$ cat config.mk
export PLATFORM = sky130hd
export DESIGN_NAME = ram_sp_modes
export DESIGN_NICKNAME = d
export VERILOG_FILES = /design/src/rtl/ram_pkg.sv /design/src/rtl/ram_clear_fsm.sv /design/src/rtl/ram_sp_modes.sv
export SDC_FILE = /design/constraint.sdc
export NUM_CORES = 1
export LEC_CHECK = 0
export ABC_AREA = 1
export CORE_UTILIZATION = 46
export CTS_BUF_LIST = sky130_fd_sc_hd__clkbuf_2 sky130_fd_sc_hd__clkbuf_4 sky130_fd_sc_hd__clkbuf_8
export DETAILED_ROUTE_END_ITERATION = 12
export SLEW_MARGIN = 0
export SYNTH_ARGS = -nofsm -noshare
export SYNTH_HDL_FRONTEND = slang
export SYNTH_SLANG_ARGS = --single-unit
$ cat constraint.sdc
create_clock -name clk -period 7.6 [get_ports clk]
set_clock_uncertainty 0.2 [all_clocks]
set_input_delay 1.52 -clock clk [delete_from_list [all_inputs] [get_ports clk]]
set_output_delay 1.52 -clock clk [all_outputs]
set_load 0.05 [all_outputs]
$ cat src/rtl/ram_pkg.sv
// Shared constants and helpers for the single-port RAM family:
// read/write mode encodings, clear-FSM states and a byte-lane merge.
package ram_pkg;

  localparam int RW_WRITE_FIRST = 0;
  localparam int RW_READ_FIRST  = 1;
  localparam int RW_NO_CHANGE   = 2;

  localparam int BYTE_W = 8;

  // The merge works on a fixed maximum width; callers zero-extend their word
  // and truncate the result, which supports any DATA_WIDTH up to 256 bits.
  localparam int MERGE_MAX_BYTES = 32;
  localparam int MERGE_MAX_W     = MERGE_MAX_BYTES * BYTE_W;

  typedef enum logic {
    ST_CLEAR,
    ST_RUN
  } clear_state_e;

  function automatic logic [MERGE_MAX_W-1:0] byte_merge(
    input logic [MERGE_MAX_W-1:0]     old_word,
    input logic [MERGE_MAX_W-1:0]     new_word,
    input logic [MERGE_MAX_BYTES-1:0] be
  );
    logic [MERGE_MAX_W-1:0] merged;
    merged = old_word;
    for (int i = 0; i < MERGE_MAX_BYTES; i++) begin
      if (be[i]) merged[i*BYTE_W +: BYTE_W] = new_word[i*BYTE_W +: BYTE_W];
    end
    return merged;
  endfunction

endpackage

$ cat src/rtl/ram_clear_fsm.sv
// Post-reset clear sequencer: walks every address once, flagging init_busy
// until the last word has been zeroed.
module ram_clear_fsm
  import ram_pkg::*;
#(
  parameter int ADDR_WIDTH     = 5,
  parameter bit CLEAR_ON_RESET = 1'b1
) (
  input  logic                  clk,
  input  logic                  rst_n,
  output logic                  init_busy,
  output logic [ADDR_WIDTH-1:0] clr_addr
);

  localparam clear_state_e RESET_STATE = CLEAR_ON_RESET ? ST_CLEAR : ST_RUN;

  clear_state_e          state_q, state_d;
  logic [ADDR_WIDTH-1:0] cnt_q, cnt_d;

  always_ff @(posedge clk or negedge rst_n) begin
    if (!rst_n) begin
      state_q <= RESET_STATE;
      cnt_q   <= '0;
    end else begin
      state_q <= state_d;
      cnt_q   <= cnt_d;
    end
  end

  always_comb begin
    state_d   = state_q;
    cnt_d     = cnt_q;
    init_busy = 1'b0;
    case (state_q)
      ST_CLEAR: begin
        init_busy = 1'b1;
        cnt_d     = cnt_q + 1'b1;
        if (cnt_q == '1) state_d = ST_RUN;
      end
      ST_RUN: begin
        init_busy = 1'b0;
      end
    endcase
  end

  assign clr_addr = cnt_q;

endmodule

$ cat src/rtl/ram_sp_modes.sv
// Single-port synchronous RAM with selectable write/read collision mode,
// byte write enables, optional output register and post-reset clear sweep.
module ram_sp_modes
  import ram_pkg::*;
#(
  parameter int ADDR_WIDTH     = 5,
  parameter int DATA_WIDTH     = 32,
  parameter int RW_MODE        = RW_NO_CHANGE,
  parameter bit OUT_REG        = 1'b0,
  parameter bit CLEAR_ON_RESET = 1'b1,
  localparam int NUM_BYTES     = DATA_WIDTH / BYTE_W
) (
  input  logic                  clk,
  input  logic                  rst_n,
  input  logic                  en,
  input  logic [NUM_BYTES-1:0]  we,
  input  logic [ADDR_WIDTH-1:0] address,
  input  logic [DATA_WIDTH-1:0] din,
  output logic [DATA_WIDTH-1:0] dout,
  output logic                  dout_valid,
  output logic                  init_busy,
  output logic [DATA_WIDTH-1:0] mem_0
);

  localparam int DEPTH = 2 ** ADDR_WIDTH;

  logic [DATA_WIDTH-1:0] mem [DEPTH];

  logic [ADDR_WIDTH-1:0] clr_addr;
  logic                  user_acc;
  logic                  user_wr;
  logic [DATA_WIDTH-1:0] old_word;
  logic [DATA_WIDTH-1:0] merged_word;
  logic                  wr_en;
  logic [ADDR_WIDTH-1:0] wr_addr;
  logic [DATA_WIDTH-1:0] wr_data;
  logic                  rd_vld;
  logic [DATA_WIDTH-1:0] rd_data;

  logic [DATA_WIDTH-1:0] dout_p1;
  logic                  vld_p1;

  ram_clear_fsm #(
    .ADDR_WIDTH     (ADDR_WIDTH),
    .CLEAR_ON_RESET (CLEAR_ON_RESET)
  ) u_clear_fsm (
    .clk       (clk),
    .rst_n     (rst_n),
    .init_busy (init_busy),
    .clr_addr  (clr_addr)
  );

  assign user_acc    = en & ~init_busy;
  assign user_wr     = user_acc & (|we);
  assign old_word    = mem[address];
  assign merged_word = DATA_WIDTH'(byte_merge(MERGE_MAX_W'(old_word),
                                              MERGE_MAX_W'(din),
                                              MERGE_MAX_BYTES'(we)));

  // The sweep owns the write port while busy; nothing is written in reset.
  assign wr_en   = rst_n & (init_busy | user_wr);
  assign wr_addr = init_busy ? clr_addr : address;
  assign wr_data = init_busy ? '0 : merged_word;

  always_ff @(posedge clk) begin
    if (wr_en) mem[wr_addr] <= wr_data;
  end

  assign mem_0 = mem[0];

  assign rd_vld  = user_acc & (~(|we) | (RW_MODE != RW_NO_CHANGE));
  assign rd_data = ((|we) && (RW_MODE == RW_WRITE_FIRST)) ? merged_word : old_word;

  // Stage 1: array read / collision result
  always_ff @(posedge clk or negedge rst_n) begin
    if (!rst_n) begin
      dout_p1 <= '0;
      vld_p1  <= 1'b0;
    end else begin
      vld_p1 <= rd_vld;
      if (rd_vld) dout_p1 <= rd_data;
    end
  end

  // Stage 2: optional output register
  generate
    if (OUT_REG) begin : g_out_reg
      logic [DATA_WIDTH-1:0] dout_p2;
      logic                  vld_p2;

      always_ff @(posedge clk or negedge rst_n) begin
        if (!rst_n) begin
          dout_p2 <= '0;
          vld_p2  <= 1'b0;
        end else begin
          vld_p2 <= vld_p1;
          if (vld_p1) dout_p2 <= dout_p1;
        end
      end

      assign dout       = dout_p2;
      assign dout_valid = vld_p2;
    end else begin : g_no_out_reg
      assign dout       = dout_p1;
      assign dout_valid = vld_p1;
    end
  endgenerate

endmodule
Word level (Yosys, flattened, before mapping)
Memories as Yosys holds them, arrays and structs flattened.
Cells that the tools add are included.

storage, ports and cells
  register bits after elaboration = 39
  RAM bits = 1024
  input bits = 44
  output and inout bits = 66
  word-level logic and storage cells = 27
  memories = 1

memory list
  memory  depth  width  rd ports  clocked after Yosys merged registers in  write ports  RTL line            text
  mem     32     32     2         0                                        1            ram_sp_modes.sv:27  logic [DATA_WIDTH-1:0] mem [DEPTH];

operators by class
  $add $sub $neg = 1
  equal/unequal tests = 1
  mux-type cells = 11
  bitwise gates (word level) = 8
  reductions and logical operators = 1

operators with widths
  kind                   number
  $mux W32               1
  $mux W8                4
  $add A5 B1 Y5 const B  1
  $eq A5 B5 Y1 const B   1
  $mux W5                1
  $and A1 B1 Y1          4
  $mux W1                4
  $reduce_or A4 Y1       1
  $not A1 Y1             3
  $pmux W1 S2            1
  $or A1 B1 Y1           1

Logic depth before layout (Yosys ltp)
  depth in word-level cells = 9
  mapped depth = 12
  mapped depth without buffers = 9

By module
Synthesis repeated with hierarchy kept, for this count alone.

second synthesis, totals
  cells, all modules = 3675
  area, all modules = 43177.7 um^2

by module, submodules not included
  module         instances  cells each  area an instance (um^2)  seq. area each (um^2)
  ram_sp_modes   1          3641        42889.9                  31575.3
  ram_clear_fsm  1          34          287.8                    150.1

Worst setup path before layout
No wires, ideal clock.

  path kind = input to register
  start point = in address[1]
  end point = mem mem[10][0], enable pin
  library setup time = 421 ps
  arrival time = 3760 ps
  required time = 6979 ps
  slack = 3219 ps
  stages = 8
  path buffers = 2
  path through = buf_2 -> inv_2 -> buf_2 -> o21ai_1 -> inv_2 -> nor2_1 -> nand2_1 -> nor2_1

between the ends
  cells in the longest elaborated chain, start to end = 1

RTL lines
  what         RTL line            text
  from (decl)  ram_sp_modes.sv:17  input logic [ADDR_WIDTH-1:0] address,
  $mux W5      ram_sp_modes.sv:62  assign wr_addr = init_busy ? clr_addr : address;
  to (decl)    ram_sp_modes.sv:27

Every way passes these cells.

Worst setup path in the final report
  start point = reg u_clear_fsm.state_q
  end point = out init_busy

between the ends
  cells in the longest elaborated chain, start to end = 2

RTL lines
  what                    RTL line             text
  from (decl)             ram_clear_fsm.sv:17  clear_state_e state_q, state_d;
  from (signal assigned)  ram_clear_fsm.sv:25  state_q <= state_d;
  $not A1 Y1              ram_clear_fsm.sv:34  case (state_q)
  $pmux W1 S2 *           ram_clear_fsm.sv:34
  to (decl)               ram_sp_modes.sv:21   output logic init_busy,

Mark *: on every way between the ends. The rest lies on a longest branch, timed or not.

==> run metrics <==
Die Span Y 309.5 um; max incr delay on CP 800 ps; Sum Neg Setup Slack 0 ps; clk sinks between 1k and 1.5k; synthesized cell area between 40000 and 50000 um^2; pwr dens roughly 260 nW/um^2; final core occ 52.55%; #FFs+latches synth roughly 1.1k; final global-route overflow total 0; post_cts resized 0; Mapped Cells between 3k and 4k; Root Buffer clkbuf_8; CP Launch Type register; die area 95780 um^2; FMAX between 200 and 250 MHz; largest net degree at the start of global routing between 150 and 200; CTS tree done; Final period util between 60 and 70%; via/cell ratio between 5 and 6; most common cell after layout, fill and taps aside nand2_1; Distinct cells, synth 27; post-synthesis sequential area ratio ~73%; share of the synthesized area in the top cell type approximately 71%; simple-gate share of the synthesized area approximately 22%; post-DR wirelength/cell approximately 25 um; CP Class reg -> out; Area contributors post-synth edfxtp_1, nand2_1, nand3_1; XOR/XNOR Fraction of Synth Area 0.06041%; post-synthesis mux area share 0%; Pre-antenna DRT Iters 6; # port buffers about 110; largest family of logic cells by synthesized area simple AND/OR/NAND/NOR gates; clock-pin slew on the worst setup and hold paths ~60 ps; Starting Density ~47%; core footprint just over 90000 um^2; worst hold path class reg -> reg; TritonCTS buffer count about 170; first-pass GRT wire length about 190000 um; crit path from u_clear_fsm.state_q; final cell count without fillers 5183; antenna violations before repair 2; Pleak around 0.018 uW; hold_ws roughly 280 ps; Least-Margin Pin Slew 1352 ps; Syn Nets 3714; total routed wirelength approximately 130000 um; DRT iter0 DRCs 3240; most frequent cells in the layout nand2_1, edfxtp_1, nand3_1; Crit Reg-Reg Startpoint u_clear_fsm.state_q; CP max stage cell clkdlybuf4s50_1; status completed; cts hold-fix bufs 0; Worst slew margin approximately 9.7%; Remaining DRCs 0; maximum vdd drop between 100 and 150 uV; final setup violation count 0; worst skew pair latency about 860 ps; Die X roughly 310 um; clock tree buffer depth 3; Layout Nets roughly 3.8k; Worst EP arrival ~2900 ps; dpl cells about 4.9k; design area roughly 49000 um^2; Max H-tree Level 4; dpl cell area around 46000 um^2; dominant cell type by area after synthesis edfxtp_1; Final Critical Period around 4600 ps; detailed placement HPWL 69610 um; Slew Limit Fails 0; max cap viols 0; required time worst endpoint between 5000 and 6000 ps; worst path cell trace buf_4 > inv_2 > clkdlybuf4s50_1; RePlAce Congestion 0.8084; hold_sp dout[28]; final hold viol count 0; IO Pins 110; via count between 20k and 30k; vias in the first global route 27.55k; post-route ant nets 0; post-CTS setup buffer count 0; Site Rows 112; layout cell share with drive strength beyond 1 11.02%; post-synthesis area per instance about 12 um^2; RSZ-0062 raised after global routing false; Area Overhead vs Synth 12.93%; GRT Util Overall 26.80%; Worst Path Max Fanout between 40 and 50; Synth Area in Compound Gates 1.249%; Critical Path End Type output pin; YS warnings 0; adder-cell area share of the yosys netlist 0.05754%
[cell usage after synthesis]
cell,count
o211ai_1,1
buf_4,41
a21oi_2,5
buf_2,70
clkbuf_1,44
inv_1,14
a21oi_1,28
buf_12,1
buf_6,58
nor4_1,1
nand3_1,834
o21ai_1,31
o21ai_0,34
inv_2,3
buf_8,3
dfrtp_1,39
nand3_2,2
edfxtp_1,1024
buf_1,18
ha_1,2
inv_8,1
xnor2_1,2
or2_2,1
o21ai_2,3
xor2_1,1
nand2_1,1367
nor2_1,40
[metal layers]
metal / vias up / share of wire, % / track usage (%)
li1: 13170 / - / -
met1: 14240 / 42 / 37.83
met2: 1407 / 46 / 41.35
met3: 223 / 8.9 / 5.376
met4: 0 / 3.0 / 9.464
met5: - / 0 / 0
[critical path, delay by kind of cell, from the launching register on]
family	cells	cell delay (ps)
buffers and inverters	3	1700
DFF	1	340
[kinds of logic after synthesis]
| group | count (synthesis) |
|---|---|
| buffers and inverters | 253 |
| and+or+nand+nor | 2245 |
| DFF | 1063 |
| adders and majority gates | 2 |
| xor gates and xnor gates | 3 |
| AOI/OAI and AO/OA | 102 |
[area by class of cell]
class	instances	area, um^2
multi-input combinational	2352	10500
fill	8063	44360
sequential	1063	31730
antenna	1	2.502
timing repair buffer	184	1778
tap	1254	1569
clock buffer	243	2969
inverter	18	97.59
clock inverter	68	467.9
[power by group]
part / switching [uW] / internal (uW)
sequential: 20.3 / 6570
combinational: 792 / 251
clock: 2300 / 2690
total: 3110 / 9510
[per-stage QoR]
stage	total power (uW)	setup WS (ps)
final	12620	2996
after global routing	13010	2811
after CTS	12680	2978
after detailed placement	7744	2276
after global placement	7736	2312
after floorplan	7341	3219
[registers in the layout, indices dropped and copies added (netlist names)]
name                  flops
dout                     32
dout_valid                1
mem                    1024
u_clear_fsm.clr_addr      5
u_clear_fsm.state_q       1
[path summary, 6_finish.rpt]
check                                 endpoint  slack [ps]  cells past startpoint
max                                  init_busy        3000                      3
min                                   dout[28]         280                      2
max reg2reg                         mem[12][7]        3560                      8
min reg2reg                           dout[28]         280                      2
max in group asynchronous  u_clear_fsm.state_q        5930                      2
min in group asynchronous              dout[7]         700                      2
Power figures use the tool's default switching activity.
